==> src/rtl/seg7_scan_driver.sv <==
// Eight-digit multiplexed seven-segment scan driver.
// A prescaler paces the digit scan. Captured values wait in a pending register and are
// committed to the display only at the start of a frame (digit index wraps 7 -> 0), so
// a frame never mixes two values.
// Optional feature macro: SEG7_LEADING_ZERO_BLANK_EN blanks leading zero digits.
module seg7_scan_driver #(
  parameter int unsigned REFRESH_DIV = 100000
) (
  input  logic        clk_100,
  input  logic        reset,
  input  logic [31:0] value_in,
  input  logic        value_load,
  input  logic [7:0]  dp_in,
  output logic        CA,
  output logic        CB,
  output logic        CC,
  output logic        CD,
  output logic        CE,
  output logic        CF,
  output logic        CG,
  output logic        DP,
  output logic [7:0]  AN,
  output logic        pending
);

  localparam int unsigned CntW = (REFRESH_DIV > 1) ? $clog2(REFRESH_DIV) : 1;

  logic [CntW-1:0] cnt_q, cnt_d;
  logic [2:0]      idx_q, idx_d;
  logic            lit_q, lit_d;
  logic [31:0]     disp_val_q, disp_val_d, pend_val_q, pend_val_d;
  logic [7:0]      disp_dp_q, disp_dp_d, pend_dp_q, pend_dp_d;
  logic            pending_q, pending_d;
  logic [6:0]      seg_q, seg_d;
  logic            dp_q, dp_d;
  logic [7:0]      an_q, an_d;
  logic            tick, wrap;
  logic [3:0]      nib;

  // Hex to {CA..CG}, active-low.
  function automatic logic [6:0] seg_decode(input logic [3:0] h);
    logic [6:0] s;
    case (h)
      4'h0:    s = 7'b0000001;
      4'h1:    s = 7'b1001111;
      4'h2:    s = 7'b0010010;
      4'h3:    s = 7'b0000110;
      4'h4:    s = 7'b1001100;
      4'h5:    s = 7'b0100100;
      4'h6:    s = 7'b0100000;
      4'h7:    s = 7'b0001111;
      4'h8:    s = 7'b0000000;
      4'h9:    s = 7'b0000100;
      4'hA:    s = 7'b0001000;
      4'hB:    s = 7'b1100000;
      4'hC:    s = 7'b0110001;
      4'hD:    s = 7'b1000010;
      4'hE:    s = 7'b0110000;
      default: s = 7'b0111000;
    endcase
    return s;
  endfunction

  assign tick = (cnt_q == CntW'(REFRESH_DIV - 1));
  assign wrap = tick && (idx_q == 3'd7);

  // Prescaler, digit index and value capture/commit.
  always_comb begin
    cnt_d      = tick ? '0 : cnt_q + 1'b1;
    idx_d      = tick ? idx_q + 3'd1 : idx_q;
    lit_d      = lit_q | tick;
    disp_val_d = disp_val_q;
    disp_dp_d  = disp_dp_q;
    pend_val_d = pend_val_q;
    pend_dp_d  = pend_dp_q;
    pending_d  = pending_q;
    if (wrap) begin
      if (value_load) begin
        // A load on the frame boundary bypasses the pending stage.
        disp_val_d = value_in;
        disp_dp_d  = dp_in;
        pend_val_d = value_in;
        pend_dp_d  = dp_in;
      end else if (pending_q) begin
        disp_val_d = pend_val_q;
        disp_dp_d  = pend_dp_q;
      end
      pending_d = 1'b0;
    end else if (value_load) begin
      pend_val_d = value_in;
      pend_dp_d  = dp_in;
      pending_d  = 1'b1;
    end
  end

  // Output decode for the current digit; registered on the next edge.
  always_comb begin
    nib  = disp_val_q[{idx_q, 2'b00} +: 4];
    an_d  = 8'hFF;
    seg_d = 7'h7F;
    dp_d  = 1'b1;
    if (lit_q) begin
      an_d  = ~(8'd1 << idx_q);
      seg_d = seg_decode(nib);
      dp_d  = ~disp_dp_q[idx_q];
    end
`ifdef SEG7_LEADING_ZERO_BLANK_EN
    begin : g_blank
      logic [2:0] msd;
      msd = 3'd0;
      for (int k = 1; k < 8; k++) begin
        if (disp_val_q[4*k +: 4] != 4'h0) msd = 3'(k);
      end
      if ((idx_q > msd) && !disp_dp_q[idx_q]) begin
        an_d  = 8'hFF;
        seg_d = 7'h7F;
        dp_d  = 1'b1;
      end
    end
`endif
  end

  // State and output registers; reset blanks the display immediately.
  always_ff @(posedge clk_100 or posedge reset) begin
    if (reset) begin
      cnt_q      <= '0;
      idx_q      <= 3'd7;
      lit_q      <= 1'b0;
      disp_val_q <= '0;
      disp_dp_q  <= '0;
      pend_val_q <= '0;
      pend_dp_q  <= '0;
      pending_q  <= 1'b0;
      seg_q      <= 7'h7F;
      dp_q       <= 1'b1;
      an_q       <= 8'hFF;
    end else begin
      cnt_q      <= cnt_d;
      idx_q      <= idx_d;
      lit_q      <= lit_d;
      disp_val_q <= disp_val_d;
      disp_dp_q  <= disp_dp_d;
      pend_val_q <= pend_val_d;
      pend_dp_q  <= pend_dp_d;
      pending_q  <= pending_d;
      seg_q      <= seg_d;
      dp_q       <= dp_d;
      an_q       <= an_d;
    end
  end

  assign {CA, CB, CC, CD, CE, CF, CG} = seg_q;
  assign DP      = dp_q;
  assign AN      = an_q;
  assign pending = pending_q;

endmodule

==> config.mk <==
export PLATFORM = sky130hd
export DESIGN_NAME = seg7_scan_driver
export DESIGN_NICKNAME = d
export VERILOG_FILES = /design/src/rtl/seg7_scan_driver.sv
export SDC_FILE = /design/constraint.sdc
export NUM_CORES = 1
export LEC_CHECK = 0
export CAP_MARGIN = 20
export CORE_ASPECT_RATIO = 1.4
export CORE_MARGIN = 2
export CORE_UTILIZATION = 55
export CTS_BUF_LIST = sky130_fd_sc_hd__clkbuf_2 sky130_fd_sc_hd__clkbuf_4 sky130_fd_sc_hd__clkbuf_8
export CTS_CLUSTER_SIZE = 8
export DETAILED_ROUTE_END_ITERATION = 7
export GPL_ROUTABILITY_DRIVEN = 0
export HOLD_SLACK_MARGIN = 0.05
export PLACE_DENSITY = 0.77
export SLEW_MARGIN = 20
export SYNTH_ARGS = -nofsm -noshare
export SYNTH_HDL_FRONTEND = slang
export SYNTH_SLANG_ARGS = --single-unit
==> constraint.sdc <==
create_clock -name clk_100 -period 10.4 [get_ports clk_100]
set_input_delay 1.04 -clock clk_100 [delete_from_list [all_inputs] [get_ports clk_100]]
set_output_delay 1.04 -clock clk_100 [all_outputs]
set_load 0.05 [all_outputs]
Yosys cells after proc, flatten, opt, wreduce, memory -nomap -nowiden
Memory sizes are Yosys's and may differ from the RTL's.
Cells that the tools add are included.
{ "classes": {"add_sub_neg": 2, "magnitude_cmp": 1, "n_eq_ne": 2, "shifts": 2, "mux": 12, "n_bitwise": 3, "n_reduce_logical": 4} }
{ "op_table": {"columns": ["op", "n"], "rows": [
  ["$mux 32", 2],
  ["$shiftx 32x6->4", 1],
  ["$mux 8", 3],
  ["$add 17x1->17 const B", 1],
  ["$eq 17x17->1 const B", 1],
  ["$mux 17", 1],
  ["$not 8->8", 1],
  ["$shl 1x3->8 const A", 1],
  ["$mux 7", 1],
  ["$lt 3x4->1 const B", 1],
  ["$mux 1", 4],
  ["$reduce_bool 2->1", 2],
  ["$add 3x1->3 const B", 1],
  ["$bmux 1 s3", 1],
  ["$eq 3x3->1 const B", 1],
  ["$reduce_and 2->1", 1],
  ["$logic_and 1x1->1", 1],
  ["$not 1->1", 1],
  ["$or 1x1->1", 1]
]} }
{ "word_totals": {"ff_bits": 118, "rom_bits": 112, "in_bits": 43, "output_inout_bits": 17, "wordCells": 38, "memories": 1} }
{ "memory_table": {"columns": ["memory", "depth", "word_bits", "read_ports", "rd_clocked_by_memory_dff", "wr", "line", "text"], "rows": [
  ["(no name shown)", 16, 7, 1, 0, 0, "43", "case (h)"]
]} }

Longest topological paths before layout
Gate-level depths: netlist of run 1.
{ "depth": {"depth_word": 4, "depth_mapped": 9, "ltp_nobuf": 8} }

Least setup slack after synthesis of run 1
No wires, ideal clock.
{ "synth_path": {"path_type": "register to register", "from": "reg idx_q[1]", "to": "reg seg_q[3]", "setup_time_ps": 96, "arrival_ps": 2509, "t_required_ps": 10304, "slack_ps": 7794, "path_stages_with_launch": 10, "n_path_buf": 1, "period_less_slack_ps": 2606, "cell_sequence": "dfstp_2 -> buf_2 -> mux4_2 -> mux2i_1 -> inv_1 -> ha_1 -> inv_1 -> nor3_1 -> a2111oi_2 -> a31oi_1"} }
{ "synth_between": {"elab_chain_len": 3} }
{ "synth_rtl": {"columns": ["element", "line", "text"], "rows": [
  ["from (decl)", "29", "logic [2:0] idx_q, idx_d;"],
  ["from (signal assigned)", "139", "idx_q <= idx_d;"],
  ["$shiftx 32x6->4", "98", "nib = disp_val_q[{idx_q, 2'b00} +: 4];"],
  ["$mem_v2 16x7", null, null],
  ["$mux 7", "102", "if (lit_q) begin"],
  ["named net seg_d[3]", "34", "logic [6:0] seg_q, seg_d;"],
  ["to (signal assigned)", "146", "seg_q <= seg_d;"],
  ["to (decl)", "34", null]
]} }
The timed path passes the listed nets, and every way through them passes these cells.
A chain may end at the register's enable or synchronous reset.

Final worst setup path of run 1
{ "layout_path": {"from": "reg cnt_q[0]", "to": "reg disp_val_q[13]"} }
{ "layout_between": {"elab_chain_len": 3} }
{ "layout_rtl": {"columns": ["element", "line", "text"], "rows": [
  ["from (decl)", "28", "logic [CntW-1:0] cnt_q, cnt_d;"],
  ["from (signal assigned)", "138", "cnt_q <= cnt_d;"],
  ["$eq 17x17->1", "64", "assign tick = (cnt_q == CntW'(REFRESH_DIV - 1));"],
  ["$logic_and 1x1->1", "65", "assign wrap = tick && (idx_q == 3'd7);"],
  ["$reduce_and 2->1 (no line)", null, null],
  ["to (signal assigned)", "141", "disp_val_q <= disp_val_d;"],
  ["to (decl)", "31", "logic [31:0] disp_val_q, disp_val_d, pend_val_q, pend_val_d;"]
]} }
No other way between the ends.

==> results of run 1 <==
==> cell type report <==
type / instances / area (sq um)
repair buffers: 60 / 593
clock inverters: 8 / 165
multi-input cells: 217 / 2140
well taps: 110 / 138
clock buffers: 24 / 324
inverters: 11 / 43.8
flip-flops and latches: 118 / 2980
fillers: 642 / 3030
==> where the power goes <==
group	switching [mW]	internal, mW	leakage, nW	total [mW]
sequential	0.00397	0.475	1.47	0.479
combinational	0.0230	0.0286	1.27	0.0516
clock	0.171	0.326	0.252	0.497
==> cells by family after synthesis <==
kind of cell             after synthesis
AO/OA/AOI/OAI                         20
XOR/XNOR                              16
adder cells (fa/ha/maj)               13
buffers and inverters                 28
flip-flops                           118
multiplexers                          99
AND/OR/NAND/NOR                       69
==> critical path, stage by stage (launching register included) <==
cell and delay [ns]:
dfrtp_1 0.39, ha_1 0.22, and4_1 0.27, and2_1 0.16, and4_1 0.62, nand3b_4 0.75
mux2_4 0.54
==> registers in the layout (all words and copies together) (netlist names) <==
register / flops
disp_dp_q: 8
pending: 1
AN: 8
pend_val_q: 32
idx_q: 3
pend_dp_q: 8
seg_q: 7
lit_q: 1
DP: 1
disp_val_q: 32
cnt_q: 17
==> final timing paths <==
kind                       startpoint             end  slack (ns)  depth (start not counted)
max in group asynchronous       reset  pend_val_q[27]        8.09                          3
min in group asynchronous       reset        cnt_q[5]        1.02                          2
setup / recovery             cnt_q[0]  disp_val_q[13]        7.31                          6
hold / removal               cnt_q[0]        cnt_q[0]        0.49                          1
setup reg to reg             cnt_q[0]  disp_val_q[13]        7.31                          6
hold reg to reg              cnt_q[0]        cnt_q[0]        0.49                          1
==> placed cells by master, fill, tap and decap left out, drive strengths merged, types with 3 or more instances in the layout <==
master | synthesis | final
xor2 | 7 | 7
nor2 | 16 | 16
mux2 | 83 | 83
and3 | 3 | 3
a31oi | 3 | 3
xnor2 | 9 | 9
dfrtp | 99 | 99
a21oi | 3 | 3
mux4 | 8 | 8
clkinv | 0 | 3
nor3 | 7 | 7
clkdlybuf4s50 | 0 | 58
ha | 13 | 13
clkbuf | 3 | 24
inv | 11 | 11
mux2i | 8 | 8
bufinv | 0 | 5
dfstp | 19 | 19
nand3 | 12 | 12
nand2 | 18 | 18
o21ai | 7 | 7
==> routing by layer <==
layer / vias to the layer above / part of all wire, % / global-route usage (%)
met5: - / 0 / 0
met2: 64 / 53 / 31.4
li1: 1394 / - / -
met3: 10 / 3.7 / 5.85
met4: 0 / 1.5 / 7.42
met1: 1486 / 42 / 22.7
==> stage by stage <==
step	hold slack, ns	utilization, %	cells
global route	0.518	67.8	548
global placement	0.470	62.6	516
detailed placement	0.479	62.6	516
floorplan	0.455	-	363
finish	0.489	67.8	548
CTS	0.488	67.8	548
==> out/metrics.cfg, run 1 <==
[finish]
area_growth_pct = 20.9
finalInstanceArea_sq_mm = 0.00638
antenna_cells = 0
layout-drive-gt1-share_pct = 34.2
nets = 481

[synthesis]
yosysWarningCount = 0
synth_xor_area_share_pct = 2.66
synth_edf_count = 0
synth-compound-area-share_pct = 2.49
yosysTopAreaCellShare_pct = 46.9
synth-adder-area-share_pct = 3.08
ys_top_cells_by_count = dfrtp_1 (99), mux2_2 (42), mux2_4 (41)
post-synth-top-count-cell = dfrtp_1
synthCells = 363
synth_fp_nets = 419
netlist.top_cell.by_area = dfrtp_1
synth_simple_gate_area_share_pct = 6.54
async_flop_share_pct = 100
synthTopCellsByArea = dfrtp_1 (47%), mux2_4 (12%), dfstp_2 (9.5%)
avgSynthCellArea_sq_um = 14.5
synth_top_family_by_area = multiplexers
ys_types = 44
synth_top_flop_cell = dfrtp_1
ys_seq_area_share_pct = 56.4
synthMuxAreaShare_pct = 25.8
ys_seq_elements = 118
netlist_area_sq_mm = 0.00528

[pwr]
power_mw = 1.03
powerDensity_mw_per_mm2 = 161
ir_drop_mv = 0.104
p_leak_nw = 3.00

[sta]
slew_headroom_pct = 38.5
period_needed_ns = 3.09
setup_viol = 0
worst_pin_slew_ns = 0.923
fmax_mhz = 323
rsz0062_at_grt = no
min_period_over_period_pct = 29.7
clock_skew_ns = 0.00809
setup_ws_ns = 7.31
finalHoldViolations = 0
tns_ns = 0
slew_violations = 0

[clocking]
cts_tree = done
clockBufferDepth = 2
root_buffer = clkbuf_8
postCtsHoldBufs = 0
cts.repair.resized = 0
cts_sinks = 118
cts_buffers = 17
cts_setup_buffers = 0
clk_pin_slew_ns = 0.07
htreeDepth = 4
insertion_delay_ns = 0.42

[route]
drt_pass1_iterations = 4
routed_via_density = 5.39
drc = 0
routed_wl_mm = 8.99
detail_route.wl_per_cell_um = 16.4
drt_iter0_markers = 167
antenna_left = 0
vias = 2954

[die]
num_io_pins = 60
floorplan.initialDensity_pct = 56.1
rows = 42
die_area_sq_mm = 0.0104
fp.coreArea_sq_mm = 0.00941
die_w_um = 86.8
fp.dieH_um = 120

[place]
place_ws_ns = 7.09
portBuffers = 59
dpl-instance-area_sq_mm = 0.00589
hpwl_mm = 6.06

[setup_path]
critPathKind = reg -> reg
worstPathMaxFanout = 40
endpoint_kind = flop
start_kind = flop
critPathArrivalTime_ns = 3.39
critPathRequiredTime_ns = 10.70

[global_routing]
grt_pass1_vias = 3189
overflow = 0
antenna_found_initial = 0
grt_pass1_wl_mm = 15.0
grt_start_max_net_pins = 75
grt_usage_pct = 18.9

[job]
max-cap-violations = 0

[worst_hold_path]
min_path_type = reg -> reg

[run_status]
status = finished clean

Power figures use the tool's default switching activity.
==> run 2, diff against run 1 <==
- CORE_UTILIZATION: 55 -> 52
- clock period: 10.4 -> 2.6 ns (I/O delays scaled with it)
==> run 2 against run 1 <==
Effect of this change:
- core utilization down 2.0 points
- combinational power rose to 4.1 times the previous value
- largest power group is now sequential cells
- sequential share of layout area down 0.97 points
- cell count up 6.6%
- critical path type unchanged
- register-to-register slack worse by 7.0 ns
- cell area up 2.1%
- die area up 5.5%
- clock power rose to 3.8 times the previous value
==> out/metrics.cfg, run 2 (synthesis results as in run 1) <==
[finish]
layout-drive-gt1-share_pct = 36.1  ; +1.8 points
fin_util_pct = 65.8  ; -2.0 points
area_growth_pct = 23.5
final_cell_mix = dfrtp_1 (99), clkdlybuf4s50_1 (58), mux2_2 (42)
antenna_cells = 0  ; unchanged
num-fill-cells = 726  ; +13%
finalInstanceArea_sq_mm = 0.00652  ; +2.1%
final_common_cell = dfrtp_1
top_regs = disp_val_q (32), pend_val_q (32), cnt_q (17)
nets = 492  ; +2.3%

[sta]
period_needed_ns = 2.32  ; -0.768 ns
slew_headroom_pct = 57.0  ; +19 points
tns_ns = 0  ; unchanged
clock_skew_ns = 0.0124  ; +0.00435 ns
worst_pin_slew_ns = 0.644  ; -0.279 ns
fmax_mhz = 430  ; +33%
rsz0062_at_grt = no
setup_ws_ns = 0.276  ; -7.03 ns
min_period_over_period_pct = 89.4  ; +60 points
holdWs_ns = 0.244  ; -0.245 ns
setup_viol = 0  ; unchanged
finalHoldViolations = 0  ; unchanged
slew_violations = 0  ; unchanged

[route]
vias = 2990  ; +1.2%
drt_iter0_markers = 178  ; +6.6%
drt_pass1_iterations = 4  ; unchanged
drc = 0  ; unchanged
antenna_left = 0  ; unchanged
routed_wl_mm = 9.34  ; +3.8%
routed_via_density = 5.12  ; -5.0%
detail_route.wl_per_cell_um = 16.0  ; -2.6%

[clocking]
cts_sinks = 118  ; unchanged
cts_setup_buffers = 0  ; unchanged
clockBufferDepth = 2  ; unchanged
insertion_delay_ns = 0.43  ; about the same
htreeDepth = 4  ; unchanged
cts_tree = done
cts.repair.resized = 0  ; unchanged
postCtsHoldBufs = 0  ; unchanged
root_buffer = clkbuf_8
cts_buffers = 17  ; unchanged
clk_pin_slew_ns = 0.07  ; about the same

[setup_path]
worstPathMaxFanout = 3  ; -93%
path_cells = mux4_2, mux2i_2, inv_1, ha_1, inv_1, nor3_1, a2111oi_2, a31oi_1
critPathArrivalTime_ns = 2.66  ; -0.73 ns
cpMaxStageDelayCell = dfstp_2
critPathRequiredTime_ns = 2.94  ; -7.76 ns
critPathKind = reg -> reg
critical-path-max-stage-delay_ns = 0.57  ; -0.18 ns
cpMostUsedCell = inv_1
start_kind = flop
endpoint_kind = flop

[die]
fp.dieH_um = 123  ; +2.7%
rows = 43  ; +2.4%
die_area_sq_mm = 0.0110  ; +5.5%
fp.coreArea_sq_mm = 0.00990  ; +5.2%
num_io_pins = 60  ; unchanged
die_w_um = 89.1  ; +2.7%
floorplan.initialDensity_pct = 53.3  ; -2.8 points

[global_routing]
grt_start_max_net_pins = 50  ; -33%
grt_pass1_vias = 3146  ; -1.3%
grt_pass1_wl_mm = 15.7  ; +5.0%
antenna_found_initial = 0  ; unchanged
grt_usage_pct = 19.3  ; +0.34 points
overflow = 0  ; unchanged

[pwr]
ir_drop_mv = 0.387  ; +270%
pwr-share-clk_pct = 46.8  ; -1.6 points
switching_share_pct = 20.0  ; +0.78 points
powerDensity_mw_per_mm2 = 613  ; +280%
p_sw_uw = 801  ; +300%
internal_power_mw = 3.19  ; +290%
p_leak_nw = 3.05  ; +1.7%
seq_power_share_pct = 47.9  ; +1.3 points
comb_power_share_pct = 5.3  ; +0.3 points

[place]
portBuffers = 59  ; unchanged
dpl-instance-area_sq_mm = 0.00606  ; +2.9%
place_ws_ns = 0.309  ; -6.78 ns
hpwl_mm = 6.50  ; +7.3%

[job]
max-cap-violations = 0  ; unchanged

[run_status]
status = finished clean

[worst_hold_path]
min_path_type = in -> reg

-- run 2: cell count changes in the layout (fill, tap and decap cells not counted), sizes merged --
cell / change
clkbuf: -1
clkinv: +2
inv: -1
buf: +11
clkinvlp: +1
bufinv: -1
-- run 2: worst max-delay path, delay by kind of cell, from the launching register on --
kind,cells,cell delay (ns)
flip-flops,1,0.57
AO/OA/AOI/OAI,2,0.46
buffers and inverters,2,0.20
adder cells (fa/ha/maj),1,0.25
multiplexers,2,0.69
AND/OR/NAND/NOR,1,0.07
-- run 2: stage by stage --
stage	instances	total power, mW
2_1_floorplan	363	2.06
3_3_place_gp	552	2.16
3_5_place_dp	552	2.17
4_1_cts	584	4.04
5_1_grt	584	4.15
6_report	584	4.00
-- run 2: worst paths after layout --
| check | start | end | slack, ns | cells after the start |
|---|---|---|---|---|
| worst max-delay path | idx_q[1] | seg_q[3] | 0.28 | 8 |
| worst min-delay path | value_load | pend_dp_q[0] | 0.24 | 2 |
| worst max register to register | idx_q[1] | seg_q[3] | 0.28 | 8 |
| worst min register to register | cnt_q[13] | cnt_q[13] | 0.49 | 1 |
| max in group asynchronous | reset | seg_q[5] | 1.64 | 3 |
| min in group asynchronous | reset | lit_q | 0.27 | 2 |
-- run 2: layout make-up --
type	instances	area, sq um	area share (%)
sequential	118	2980	45.7
multi-input combinational	217	2140	32.9
timing repair buffer	71	726	11.1
clock buffer	23	310	4.76
tap	135	169	2.59
clock inverter	9	145	2.23
inverter	11	45.0	0.691
-- run 2: routing by layer --
metal / part of all wire (%) / vias to the layer above / track usage [%]
met2: 51 / 62 / 29.9
met1: 43 / 1493 / 24.9
met3: 3.0 / 18 / 4.74
li1: - / 1417 / -
met4: 2.3 / 0 / 9.98
met5: 0 / - / 0
-- run 2: power groups by stage --
| stage | sequential, mW | clock (mW) | combinational, mW |
|---|---|---|---|
| after floorplan | 1.94 | 0 | 0.117 |
| after global placement | 1.94 | 0 | 0.214 |
| after detailed placement | 1.95 | 0 | 0.218 |
| after CTS | 1.92 | 1.91 | 0.219 |
| after global routing | 1.92 | 2.00 | 0.235 |
| final | 1.91 | 1.87 | 0.212 |
==> RTL edit (settings of run 1) <==
Add a define of `SEG7_LEADING_ZERO_BLANK_EN`.
--- a/src/rtl/seg7_scan_driver.sv
+++ b/src/rtl/seg7_scan_driver.sv
@@ -3,6 +3,8 @@
 // committed to the display only at the start of a frame (digit index wraps 7 -> 0), so
 // a frame never mixes two values.
 // Optional feature macro: SEG7_LEADING_ZERO_BLANK_EN blanks leading zero digits.
+`define SEG7_LEADING_ZERO_BLANK_EN
+
 module seg7_scan_driver #(
   parameter int unsigned REFRESH_DIV = 100000
 ) (
Behaviour: same outputs for any inputs over 10 cycles, from zero or initial values and one cycle with reset high; that may be too few to reach the edited logic, so the function may still have changed.
==> RTL edit against run 1 <==
  * Design area grew 2.9%
  * Synthesized cell count up 6.3%
  * Area after synthesis increased by 2.3%
  * Sequential share of layout area is 1.3 points lower
  * Via count up 5.7%
  * Sequential cell count is the same
  * First-iteration DRC count shrank 7.8%
  * Worst setup slack better by 0.21 ns
  * Wire length is 5.9% higher
  * Total power rose by 0.49%
==> RTL edit: results (changes against run 1) <==
* First-pass GRT wire length at 16040 microns (+7.2%)
* Final Net Count at 510 (+6.0%)
* Post-layout min period at 2.877 ns (-0.2146 ns)
* Vias per cell at 5.240 (-2.8%)
* Vias in the first global route at 3240 (+1.6%)
* Post-DP HPWL at 6487 microns (+7.1%)
* CTS-repair resized insts at 0 (unchanged)
* Maximum vdd ir drop at 0.0001197 V (+15%)
* Post-synth top cells: dfrtp_1, mux2_2, mux2_4, nand2_1
* Cell Area, Placed at 0.006077 sq mm (+3.1%)
* Arrival time at the worst endpoint at 3.19 ns (-0.20 ns)
* Port-buffer cells at 59 (unchanged)
* Register area share after synthesis at 55.11% (-1.3 points)
* Switching part of the total power at 20.09% (+0.82 points)
* Largest net degree at the start of global routing at 61 (-19%)
* Hold Buf Count CTS at 0 (unchanged)
* Post-synth top flop: dfrtp_1
* Unique cell type count in the Yosys netlist at 46 (+4.5%)
* Non-filler cells, final at 596 (+8.8%)
* Fraction of registers with async set/reset at 100.0% (unchanged)
* Worst-Skew Late Latency at 0.43 ns
* N_diodes at 0 (unchanged)
* Flop2flop setup slack at 7.64 ns (+0.33 ns)
* Worst Max-Slew Pin Slew at 0.9250 ns (+0.002098 ns)
* Most area-consuming cells after synthesis: dfrtp_1, mux2_4, dfstp_2
* Num CTS Buffers at 17 (unchanged)
* Initial DRC count at 154 (-7.8%)
* Post-Route WL at 9521 microns (+5.9%)
* Share of layout cells above drive strength 1 at 32.33% (-1.9 points)
* Placement Setup Slack at 7.057 ns (-0.03457 ns)
* CTS clk-pin slew, worst paths at 0.07 ns (about the same)
* Placed insts at 564 (+9.3%)
* CP max FO at 41 (+2.5%)
* Tot GR Track Use at 20.16% (+1.2 points)
* Top flop regs: disp_val_q x32, pend_val_q x32, cnt_q x17
* Fin Clk Skew at 0.007590 ns (-0.0005033 ns)
* Outcome: completed
* Post-CTS Setup Inserts at 0 (unchanged)
* Post-Syn Nets at 445 (+6.2%)
* Cell count after synthesis at 386 (+6.3%)
* Pre-Repair DR Iteration Count at 5 (+1)
* Hold WS at 0.4411 ns (-0.04797 ns)
* Pleak at 0.003058 uW (+2.0%)
* Worst min path class: reg2reg
[RTL edit: final timing paths]
kind | to | start | cells past startpoint
worst max-delay path | disp_val_q[12] | value_load | 4
worst min-delay path | DP | lit_q | 1
worst max register to register | seg_q[4] | disp_val_q[8] | 11
worst min register to register | DP | lit_q | 1
max in group asynchronous | pend_val_q[2] | reset | 3
min in group asynchronous | cnt_q[0] | reset | 2
[RTL edit: cell type report]
type	instances	area [sq um]
multi-input cells	241	2287
clock buffers	19	261.5
repair buffers	61	600.6
clock inverters	13	225.2
fillers	680	2948
well taps	132	165.2
inverters	12	47.55
flip-flops and latches	118	2977
[RTL edit: power by group through the flow]
stage	Clock (uW)	Sequential [uW]	Combinational [uW]
detailed placement	0	487	52.8
CTS	510	479	53.3
floorplan	0	485	29.2
finish	502	479	51.5
global route	534	480	57.4
global placement	0	486	51.9
[RTL edit: kinds of logic (layout without fill, tap and decap cells)]
group	after synthesis	after routing	synth area share, %
xor+xnor	16	16	2.594
buf+inv	27	105	2.548
simple gates	87	87	8.363
flops	118	118	55.11
fa+ha+maj	16	16	3.706
compound gates	26	26	3.289
mux	96	96	24.39
[RTL edit: worst max-delay path: stages]
cell      delay (ns)
buf_2           0.69
nor2_1          0.16
nand3b_4        0.71
mux2_4          0.53
[RTL edit: layer usage]
metal  global-route usage, %  wire length [microns]  vias up
met5                       0                      0        -
met4                   6.731                     85        0
met3                   6.871                    315        6
met2                   32.81                   4963       62
met1                   25.07                   4157     1554
li1                        -                      -     1501
